File: config.mk
export PLATFORM = sky130hd
export DESIGN_NAME = sp_ram_fifo_ctrl
export DESIGN_NICKNAME = d
export VERILOG_FILES = /design/src/rtl/sp_ram_fifo_ctrl.sv
export SDC_FILE = /design/constraint.sdc
export NUM_CORES = 1
export LEC_CHECK = 0
export ABC_AREA = 0
export BUFFER_PORTS_ARGS = -buffer_cell sky130_fd_sc_hd__buf_2
export CAP_MARGIN = 15
export CELL_PAD_IN_SITES_DETAIL_PLACEMENT = 1
export CELL_PAD_IN_SITES_GLOBAL_PLACEMENT = 2
export CORE_AREA = 2 2 70 72
export CTS_CLUSTER_DIAMETER = 40
export DETAILED_ROUTE_END_ITERATION = 8
export DIE_AREA = 0 0 72 74
export GPL_TIMING_DRIVEN = 0
export PLACE_DENSITY_LB_ADDON = 0.05
export SLEW_MARGIN = 5
export SYNTH_ARGS = -nofsm -noshare
export SYNTH_HDL_FRONTEND = slang
export SYNTH_SLANG_ARGS = --single-unit
File: constraint.sdc
create_clock -name clk -period 3.6 [get_ports clk]
set_input_delay 0.36 -clock clk [delete_from_list [all_inputs] [get_ports clk]]
set_output_delay 0.36 -clock clk [all_outputs]
set_load 0.03 [all_outputs]
File: src/rtl/sp_ram_fifo_ctrl.sv
// sp_ram_fifo_ctrl
//
// Turns a single-port RAM (one operation per cycle: RW_en=0 writes, RW_en=1
// reads with registered dout) into a 2**AW deep, DW wide FIFO. Both sides use
// valid/ready handshakes. The head word is held in a local output register.
//
// Ports:
//   clk, rst      rising-edge clock, synchronous active-high reset
//   wr_valid      producer offers wr_data
//   wr_ready      write accepted this cycle when wr_valid && wr_ready
//   wr_data       write data
//   rd_valid      rd_data holds the FIFO head
//   rd_ready      consumer takes rd_data when rd_valid && rd_ready
//   rd_data       registered head data
//   level         words held: RAM entries + read in flight + output register
//   full          RAM holds 2**AW unread entries
//   empty         level == 0
//   ram_RW_en     RAM op select: 0 = write, 1 = read
//   ram_addr      RAM address
//   ram_din       RAM write data
//   ram_dout      RAM registered read data
module sp_ram_fifo_ctrl #(
  parameter int DW = 8,
  parameter int AW = 4
) (
  input  logic          clk,
  input  logic          rst,
  input  logic          wr_valid,
  output logic          wr_ready,
  input  logic [DW-1:0] wr_data,
  output logic          rd_valid,
  input  logic          rd_ready,
  output logic [DW-1:0] rd_data,
  output logic [AW:0]   level,
  output logic          full,
  output logic          empty,
  output logic          ram_RW_en,
  output logic [AW-1:0] ram_addr,
  output logic [DW-1:0] ram_din,
  input  logic [DW-1:0] ram_dout
);

  localparam logic [AW:0]   DEPTH   = {1'b1, {AW{1'b0}}};
  localparam logic [AW:0]   CNT_ONE = {{AW{1'b0}}, 1'b1};
  localparam logic [AW-1:0] PTR_ONE = {{(AW-1){1'b0}}, 1'b1};

  logic [AW-1:0] wr_ptr;
  logic [AW-1:0] rd_ptr;
  logic [AW:0]   count;     // unread entries still in RAM
  logic          rd_pend;   // read issued last edge, dout arrives now
  logic          rd_issue;
  logic          wr_accept;

  always_comb begin
    full = (count == DEPTH);
    // A read is issued only when the output register will be free by the
    // time dout arrives, and never back-to-back so the in-between cycle
    // is left for the write side.
    rd_issue  = !rst && (count != '0) && !rd_pend && (!rd_valid || rd_ready);
    wr_ready  = !rst && !full && !rd_issue;
    wr_accept = wr_valid && wr_ready;
    level     = count + {{AW{1'b0}}, rd_pend} + {{AW{1'b0}}, rd_valid};
    empty     = (level == '0);

    // Default is a harmless read at rd_ptr; RW_en drops only for an
    // accepted write, which already excludes a read issue.
    ram_RW_en = 1'b1;
    ram_addr  = rd_ptr;
    ram_din   = '0;
    if (wr_accept) begin
      ram_RW_en = 1'b0;
      ram_addr  = wr_ptr;
      ram_din   = wr_data;
    end
  end

  always_ff @(posedge clk) begin
    if (rst) begin
      wr_ptr   <= '0;
      rd_ptr   <= '0;
      count    <= '0;
      rd_pend  <= 1'b0;
      rd_valid <= 1'b0;
      rd_data  <= '0;
    end else begin
      if (wr_accept) begin
        wr_ptr <= wr_ptr + PTR_ONE;
      end
      if (rd_issue) begin
        rd_ptr <= rd_ptr + PTR_ONE;
      end

      if (wr_accept) begin
        count <= count + CNT_ONE;
      end else if (rd_issue) begin
        count <= count - CNT_ONE;
      end

      rd_pend <= rd_issue;

      // A capture wins over a pop at the same edge.
      if (rd_pend) begin
        rd_data  <= ram_dout;
        rd_valid <= 1'b1;
      end else if (rd_valid && rd_ready) begin
        rd_valid <= 1'b0;
      end
    end
  end

endmodule

==> impl_metrics.prom, run 1 <==
# TYPE chip_impl_metric gauge
chip_impl_metric{name="initial_utilization",unit="%"} 28.3
chip_impl_metric{name="placement.setup.worst_slack",unit="ns"} 0.675
chip_impl_metric{name="route.detailed.wl_per_inst",unit="um"} 13.5
chip_impl_metric{name="postSynthRegisterBits",unit=""} 23
chip_impl_info{name="start_to_end_type_of_the_worst_setup_path",value="reg -> out"} 1
chip_impl_metric{name="top_level_ports",unit=""} 50
chip_impl_metric{name="row_count",unit=""} 25
chip_impl_metric{name="synth.cell_area",unit="sq mm"} 0.00130
chip_impl_info{name="clock_tree_from_tritoncts",value="done"} 1
chip_impl_metric{name="irDropWorstVdd",unit="mV"} 0.322
chip_impl_metric{name="cts.reportedPaths.clkPinSlew",unit="ns"} 0.08
chip_impl_metric{name="htreeDepth",unit=""} 1
chip_impl_metric{name="max-slew-margin-rel",unit="%"} 56.4
chip_impl_metric{name="portBuffers",unit=""} 48
chip_impl_metric{name="powerDensity",unit="mW/mm^2"} 784
chip_impl_metric{name="drv_cap",unit=""} 0
chip_impl_metric{name="design_area",unit="sq mm"} 0.00165
chip_impl_metric{name="critical_path.max_fanout",unit=""} 10
chip_impl_metric{name="timing.final.ws_setup",unit="ns"} 0.418
chip_impl_metric{name="post-route-min-period",unit="ns"} 3.18
chip_impl_metric{name="grt_first_pass_wirelength",unit="mm"} 5.26
chip_impl_metric{name="number_of_diodes_added_for_antenna_fixing",unit=""} 0
chip_impl_metric{name="setup-violations-final",unit=""} 0
chip_impl_metric{name="synthDistinctLibCells",unit=""} 33
chip_impl_metric{name="maxSlewViolCount",unit=""} 0
chip_impl_metric{name="instances_no_fill",unit=""} 249
chip_impl_metric{name="synthesis.nets",unit=""} 171
chip_impl_metric{name="placedCellCount",unit=""} 245
chip_impl_metric{name="dp.final_hpwl",unit="mm"} 2.68
chip_impl_info{name="rsz0062_at_grt",value="false"} 1
chip_impl_info{name="clock_tree.root_cell",value="clkbuf_8"} 1
chip_impl_metric{name="numCtsBuffers",unit=""} 3
chip_impl_metric{name="final.setup_skew",unit="ns"} 0.00381
chip_impl_metric{name="gpl.final_weighted_congestion",unit=""} 0.807
chip_impl_metric{name="timing.critical_path.required",unit="ns"} 3.24
chip_impl_metric{name="global_route_usage_over_all_layers",unit="%"} 12.4
chip_impl_metric{name="detail_route.drc_violations",unit=""} 0
chip_impl_metric{name="arrival",unit="ns"} 2.82
chip_impl_info{name="critical_path.endpoint_type",value="primary output"} 1
chip_impl_metric{name="core",unit="sq mm"} 0.00460
chip_impl_info{name="result_of_the_run",value="complete, no violations"} 1
chip_impl_metric{name="dpl_cell_area",unit="sq mm"} 0.00161
chip_impl_info{name="worst_setup_path_start_kind",value="flip-flop"} 1
chip_impl_metric{name="layout-area-overhead-vs-synth",unit="%"} 27.1
chip_impl_metric{name="fin_setup_tns",unit="ns"} 0
chip_impl_metric{name="p_leak",unit="nW"} 0.833
chip_impl_metric{name="number_of_endpoints_with_negative_hold_slack_in_the_final_report",unit=""} 0
chip_impl_metric{name="cts_buffer_depth",unit=""} 2
chip_impl_metric{name="detail-route-antenna-nets",unit=""} 0
chip_impl_metric{name="die_width",unit="um"} 72
chip_impl_metric{name="route.vias.total",unit=""} 1224
chip_impl_metric{name="drt_iter0_drc",unit=""} 36
chip_impl_metric{name="detailedRoute.firstPassIterationCount",unit=""} 4
chip_impl_metric{name="dieArea",unit="sq mm"} 0.00533
chip_impl_metric{name="die_height",unit="um"} 74
chip_impl_metric{name="clock_sink_count",unit=""} 23
chip_impl_metric{name="post_synth.cell_area_avg",unit="sq um"} 9.09
chip_impl_metric{name="hold_depth",unit=""} 3
chip_impl_metric{name="final_core_util",unit="%"} 35.9
chip_impl_metric{name="timing.final.crit_share",unit="%"} 88.4
chip_impl_info{name="min-delay-path-class",value="in -> reg"} 1
chip_impl_metric{name="worstRegToRegCells",unit=""} 9
chip_impl_metric{name="final_layout_size_suffix_gt1_share",unit="%"} 30.3
chip_impl_metric{name="final_net_count",unit=""} 224
chip_impl_metric{name="route.final.wire_length",unit="mm"} 3.36
chip_impl_metric{name="whs",unit="ns"} 0.334
chip_impl_metric{name="vias_per_cell",unit=""} 4.92
chip_impl_metric{name="cts.repair.resized",unit=""} 0
chip_impl_metric{name="initial_antenna_violation_count",unit=""} 0
chip_impl_metric{name="yosys_warnings",unit=""} 0
chip_impl_metric{name="worst_slew_pin_slew",unit="ns"} 0.654
chip_impl_metric{name="timing.fmax",unit="MHz"} 314
chip_impl_metric{name="overall_power_after_layout",unit="mW"} 1.30
chip_impl_metric{name="syn_inst",unit=""} 143
chip_impl_metric{name="ys_seq_area_share",unit="%"} 35.4
chip_impl_metric{name="global_route.overflow_total",unit=""} 0
chip_impl_metric{name="cts_post_setup_buffers_inserted",unit=""} 0
chip_impl_metric{name="via_count_of_the_first_global_routing_pass",unit=""} 1125
chip_impl_metric{name="ctsHoldBuffers",unit=""} 0
chip_impl_metric{name="pin_count_of_the_biggest_net_entering_global_routing",unit=""} 13
chip_impl_metric{name="clock_insertion_delay_worst_skew",unit="ns"} 0.26
layout by cell type (no fill, tap or decap), types with 2 or more instances in the layout:
master	netlist	final
clkbuf_8	0	3
mux2i_1	15	15
mux2_2	4	4
nand2_1	2	2
xor2_1	3	3
buf_2	0	48
nor3_1	3	3
fa_1	2	2
inv_1	10	10
or3_1	3	3
nand2b_1	9	9
nand3_1	5	5
clkbuf_1	5	6
o21ai_0	5	5
dfxtp_1	23	23
a21oi_1	6	6
nor2_1	14	14
and3_1	8	8
ha_1	6	6
xnor2_1	3	3
a21o_1	3	3
worst max-delay path: stages (launching register included):
cell     delay (ns)
dfxtp_1        0.40
buf_1          0.53
inv_1          0.12
fa_1           0.39
inv_1          0.07
ha_1           0.24
or4_1          0.52
nor2_1         0.09
buf_2          0.20
power breakdown:
| group | leakage (nW) | internal (mW) | switching (mW) |
|---|---|---|---|
| logic | 0.621 | 0.274 | 0.458 |
| clock network | 0.0228 | 0.0789 | 0.0825 |
| registers | 0.189 | 0.318 | 0.0836 |
synth_stat cells:
cell type,instances,area (sq um)
a2111o_1,1,11.3
a211oi_1,1,7.51
a21o_1,3,22.5
a21oi_1,6,30.0
a32oi_1,1,8.76
and3_1,8,50.1
buf_1,1,3.75
clkbuf_1,5,18.8
dfxtp_1,23,460
fa_1,2,40.0
ha_1,6,75.1
inv_1,10,37.5
inv_2,1,3.75
mux2_2,4,45.0
mux2i_1,15,150
nand2_1,2,7.51
nand2_2,1,6.26
nand2b_1,9,56.3
nand3_1,5,25.0
nand3b_1,1,7.51
nor2_1,14,52.6
nor2b_1,1,6.26
nor3_1,3,15.0
nor4_1,1,6.26
nor4_4,1,21.3
o21ai_0,5,25.0
o2bb2ai_1,1,8.76
or2b_1,1,7.51
or3_1,3,18.8
or4_1,1,7.51
or4_4,1,11.3
xnor2_1,3,26.3
xor2_1,3,26.3
layer usage:
| layer | GRT usage, % | vias to the layer above | routed length [um] |
|---|---|---|---|
| met3 | 2.85 | 2 | 172 |
| met4 | 2.52 | 0 | 19 |
| met1 | 16.1 | 589 | 1550 |
| met5 | 0 | - | 0 |
| met2 | 21.3 | 34 | 1610 |
| li1 | - | 599 | - |
area by class of cell:
type                            instances  area (sq um)
Tap cell                               54          67.6
Inverter                               11          41.3
Timing Repair Buffer                   48           240
Fill cell                             562          2950
Clock buffer                            4          45.0
Multi-Input combinational cell        103           776
Buffer                                  6          22.5
Sequential cell                        23           460
flip-flops by register name, summed over array words and instances (netlist names):
register	cells
count	5
rd_data	8
rd_pend	1
rd_ptr	4
rd_valid	1
wr_ptr	4
path summary, 6_finish.rpt:
check	start	endpoint	slack [ns]
max	rd_pend$_SDFF_PP0_	empty	0.42
min	ram_dout[4]	rd_data[4]$_SDFFE_PP0P_	0.33
max reg2reg	count[2]$_SDFFE_PP0P_	count[4]$_SDFFE_PP0P_	1.01
min reg2reg	wr_ptr[3]$_SDFFE_PP0P_	wr_ptr[3]$_SDFFE_PP0P_	0.48
cell families after synthesis:
| logic type | count (synthesis) | share of synthesized area [%] |
|---|---|---|
| XOR/XNOR | 6 | 4.04 |
| multiplexers | 19 | 15.0 |
| flip-flops | 23 | 35.4 |
| AO/OA/AOI/OAI | 18 | 8.76 |
| adder cells (fa/ha/maj) | 8 | 8.85 |
| buffers and inverters | 17 | 4.91 |
| AND/OR/NAND/NOR | 52 | 23.0 |
(Power assumes the default switching activity.)
==> run 2: changes to the inputs <==
- ABC_AREA: 0 -> 1
- CORE_AREA: 2 2 70 72 -> 2 2 73 75
- CTS_BUF_LIST: unset -> sky130_fd_sc_hd__clkbuf_16
- DIE_AREA: 0 0 72 74 -> 0 0 75 77
==> run 2 against run 1 <==
Net effect: power increased by 18%; non-clock buffer count unchanged; routed wire length increased by 8.3%; largest cell class unchanged; highest routed layer unchanged.
==> impl_metrics.prom, run 2 <==
# TYPE chip_impl_metric gauge
chip_impl_metric{name="grt_first_pass_wirelength",unit="mm"} 6.24
chip_impl_metric{name="synthDistinctLibCells",unit=""} 22
chip_impl_metric{name="fin_setup_tns",unit="ns"} 0
chip_impl_metric{name="postSynth.asyncResetShare",unit="%"} 0
chip_impl_info{name="largest-register",value="rd_data"} 1
chip_impl_metric{name="global_route.overflow_total",unit=""} 0
chip_impl_metric{name="number_of_endpoints_with_negative_hold_slack_in_the_final_report",unit=""} 0
chip_impl_metric{name="route.final.wire_length",unit="mm"} 3.64
chip_impl_metric{name="die_height",unit="um"} 77
chip_impl_info{name="largest_registers",value="rd_data: 8 flops, count: 5 flops"} 1
chip_impl_info{name="post_synth_main_area_contributors",value="dfxtp_1 (37%), nor2_1 (11%), nand2_1 (8.1%)"} 1
chip_impl_metric{name="initial_utilization",unit="%"} 25.1
chip_impl_info{name="netlist.top_cell.by_area",value="dfxtp_1"} 1
chip_impl_info{name="synthMostInstantiatedCell",value="nor2_1"} 1
chip_impl_metric{name="final_net_count",unit=""} 261
chip_impl_metric{name="irDropWorstVdd",unit="mV"} 0.293
chip_impl_metric{name="r2r_setup_slack",unit="ns"} 1.21
chip_impl_info{name="min-delay-path-class",value="in -> reg"} 1
chip_impl_metric{name="post_synth.cell_area_avg",unit="sq um"} 6.97
chip_impl_metric{name="vias_per_cell",unit=""} 4.35
chip_impl_metric{name="timing.fmax",unit="MHz"} 358
chip_impl_metric{name="route.vias.total",unit=""} 1314
chip_impl_metric{name="row_count",unit=""} 26
chip_impl_metric{name="synthesis.nets",unit=""} 207
chip_impl_metric{name="overall_power_after_layout",unit="mW"} 1.52
chip_impl_metric{name="worst_path_largest_cell_delay",unit="ns"} 0.48
chip_impl_metric{name="detailedRoute.firstPassIterationCount",unit=""} 4
chip_impl_metric{name="largest_register_ff_count",unit=""} 8
chip_impl_metric{name="cp.buffers_inverters",unit=""} 4
chip_impl_info{name="setup_crit_start",value="rd_pend$_SDFF_PP0_"} 1
chip_impl_info{name="worst_setup_path_start_kind",value="flip-flop"} 1
chip_impl_metric{name="final_layout_size_suffix_gt1_share",unit="%"} 27.2
chip_impl_metric{name="die_width",unit="um"} 75
chip_impl_metric{name="max-slew-margin-rel",unit="%"} 68.5
chip_impl_metric{name="timing.final.crit_share",unit="%"} 77.7
chip_impl_metric{name="detail_route.drc_violations",unit=""} 0
chip_impl_info{name="layout.cells.most_common_list",value="buf_2 (51), nor2_1 (37), nand2_1 (27), inv_1 (23), dfxtp_1 (23)"} 1
chip_impl_metric{name="number_of_diodes_added_for_antenna_fixing",unit=""} 0
chip_impl_metric{name="drv_cap",unit=""} 0
chip_impl_metric{name="worst_slew_pin_slew",unit="ns"} 0.472
chip_impl_metric{name="htreeDepth",unit=""} 1
chip_impl_metric{name="global_route_usage_over_all_layers",unit="%"} 13.9
chip_impl_info{name="clock_tree_from_tritoncts",value="done"} 1
chip_impl_metric{name="powerDensity",unit="mW/mm^2"} 918
chip_impl_metric{name="ctsHoldBuffers",unit=""} 0
chip_impl_metric{name="maxSlewViolCount",unit=""} 0
chip_impl_metric{name="postSynthRegisterBits",unit=""} 23
chip_impl_metric{name="top_level_ports",unit=""} 50
chip_impl_info{name="rsz0062_at_grt",value="false"} 1
chip_impl_metric{name="gpl.final_weighted_congestion",unit=""} 0.695
chip_impl_metric{name="final.setup_skew",unit="ns"} 0.00213
chip_impl_info{name="start_to_end_type_of_the_worst_setup_path",value="reg -> out"} 1
chip_impl_metric{name="cts_post_setup_buffers_inserted",unit=""} 0
chip_impl_metric{name="route.detailed.wl_per_inst",unit="um"} 12.0
chip_impl_metric{name="synth-edff-count",unit=""} 0
chip_impl_metric{name="layout-area-overhead-vs-synth",unit="%"} 33.0
chip_impl_metric{name="cts.reportedPaths.clkPinSlew",unit="ns"} 0.06
chip_impl_metric{name="synth_top_area_share",unit="%"} 36.9
chip_impl_metric{name="cts_buffer_depth",unit=""} 2
chip_impl_metric{name="post-route-min-period",unit="ns"} 2.80
chip_impl_metric{name="initial_antenna_violation_count",unit=""} 0
chip_impl_metric{name="synth.cell_area",unit="sq mm"} 0.00125
chip_impl_info{name="synth_top_flop_cell",value="dfxtp_1"} 1
chip_impl_info{name="result_of_the_run",value="complete, no violations"} 1
chip_impl_metric{name="pin_count_of_the_biggest_net_entering_global_routing",unit=""} 14
chip_impl_info{name="crit-reg2reg-launch",value="count[1]$_SDFFE_PP0P_"} 1
chip_impl_info{name="hold_path.startpoint",value="ram_dout[5]"} 1
chip_impl_metric{name="syn_inst",unit=""} 179
chip_impl_metric{name="detail-route-antenna-nets",unit=""} 0
chip_impl_metric{name="portBuffers",unit=""} 49
chip_impl_metric{name="critical_path.max_fanout",unit=""} 10
chip_impl_info{name="clock_tree.root_cell",value="clkbuf_16"} 1
chip_impl_metric{name="clock_insertion_delay_worst_skew",unit="ns"} 0.26
chip_impl_metric{name="p_leak",unit="nW"} 0.888
chip_impl_info{name="critical_path.endpoint_type",value="primary output"} 1
chip_impl_metric{name="dieArea",unit="sq mm"} 0.00578
chip_impl_metric{name="cts.repair.resized",unit=""} 0
chip_impl_metric{name="setup-violations-final",unit=""} 0
chip_impl_info{name="path_delay_family",value="buffers and inverters"} 1
chip_impl_info{name="synth_commonest_cells",value="nor2_1 (37), nand2_1 (27), dfxtp_1 (23)"} 1
chip_impl_info{name="cpMaxStageDelayCell",value="dfxtp_1"} 1
chip_impl_metric{name="timing.critical_path.required",unit="ns"} 3.24
chip_impl_metric{name="ys_seq_area_share",unit="%"} 36.9
chip_impl_metric{name="core",unit="sq mm"} 0.00498
chip_impl_info{name="final_common_cell",value="buf_2"} 1
chip_impl_info{name="worstPathCellList",value="inv_2 > clkbuf_1 > fa_1 > inv_1 > ha_1 > nand3_1 > xor2_1 > nor3_1 > buf_2"} 1
chip_impl_metric{name="clock_sink_count",unit=""} 23
chip_impl_metric{name="arrival",unit="ns"} 2.44
chip_impl_metric{name="dp.final_hpwl",unit="mm"} 2.91
chip_impl_metric{name="numCtsBuffers",unit=""} 3
chip_impl_metric{name="drt_iter0_drc",unit=""} 39
chip_impl_metric{name="yosys_warnings",unit=""} 0
chip_impl_metric{name="via_count_of_the_first_global_routing_pass",unit=""} 1414
[run 2: metrics by stage]
stage	hold WS (ns)	area (sq um)	utilization, %	instances	setup WS (ns)
final	0.323	1660	33.3	302	0.804
after CTS	0.326	1660	33.3	302	0.743
after global placement	0.453	1580	31.7	298	1.11
after floorplan	0.429	1250	-	179	0.870
after detailed placement	0.485	1580	31.7	298	1.05
after global routing	0.337	1660	33.3	302	0.584
[run 2: tightest hold or removal path, cell delays in order]
cell and delay (ns):
buf_2 0.08, nor2_1 0.03, nor2_1 0.08
[run 2: where the power goes]
group / leakage [nW] / switching [mW] / total (mW) / internal, mW
Sequential: 0.189 / 0.0761 / 0.410 / 0.334
Clock: 0.0423 / 0.0936 / 0.242 / 0.148
Combinational: 0.656 / 0.592 / 0.871 / 0.279
[run 2: worst paths after layout]
path | endpoint | cells after the start
setup / recovery | empty | 9
hold reg to reg | wr_ptr[1]$_SDFFE_PP0P_ | 2
setup reg to reg | count[4]$_SDFFE_PP0P_ | 12
hold / removal | rd_data[5]$_SDFFE_PP0P_ | 3
[run 2: kinds of logic after synthesis]
kind of cell               after synthesis  synth area share (%)
xor gates and xnor gates                 6                  4.21
AOI/OAI and AO/OA                       28                  11.4
buffers and inverters                   32                  11.0
adders and majority gates                8                  9.23
and+or+nand+nor                         82                  27.2
DFF                                     23                  36.9
[run 2: layout make-up]
class                   count  area [sq um]
plain buffers               5          36.3
clock buffers               3          75.1
clock inverters             1          3.75
fillers                   666          3320
inverters                  27           101
multi-input cells         124           649
flip-flops and latches     23           460
well taps                  70          87.6
repair buffers             49           245
[run 2: routing by layer]
metal | GRT usage, % | share of wire (%) | vias up
met5 | 0 | 0 | -
met4 | 4.64 | 1.2 | 0
met3 | 3.15 | 6.0 | 5
met2 | 24.3 | 49 | 35
met1 | 16.2 | 44 | 608
li1 | - | - | 666
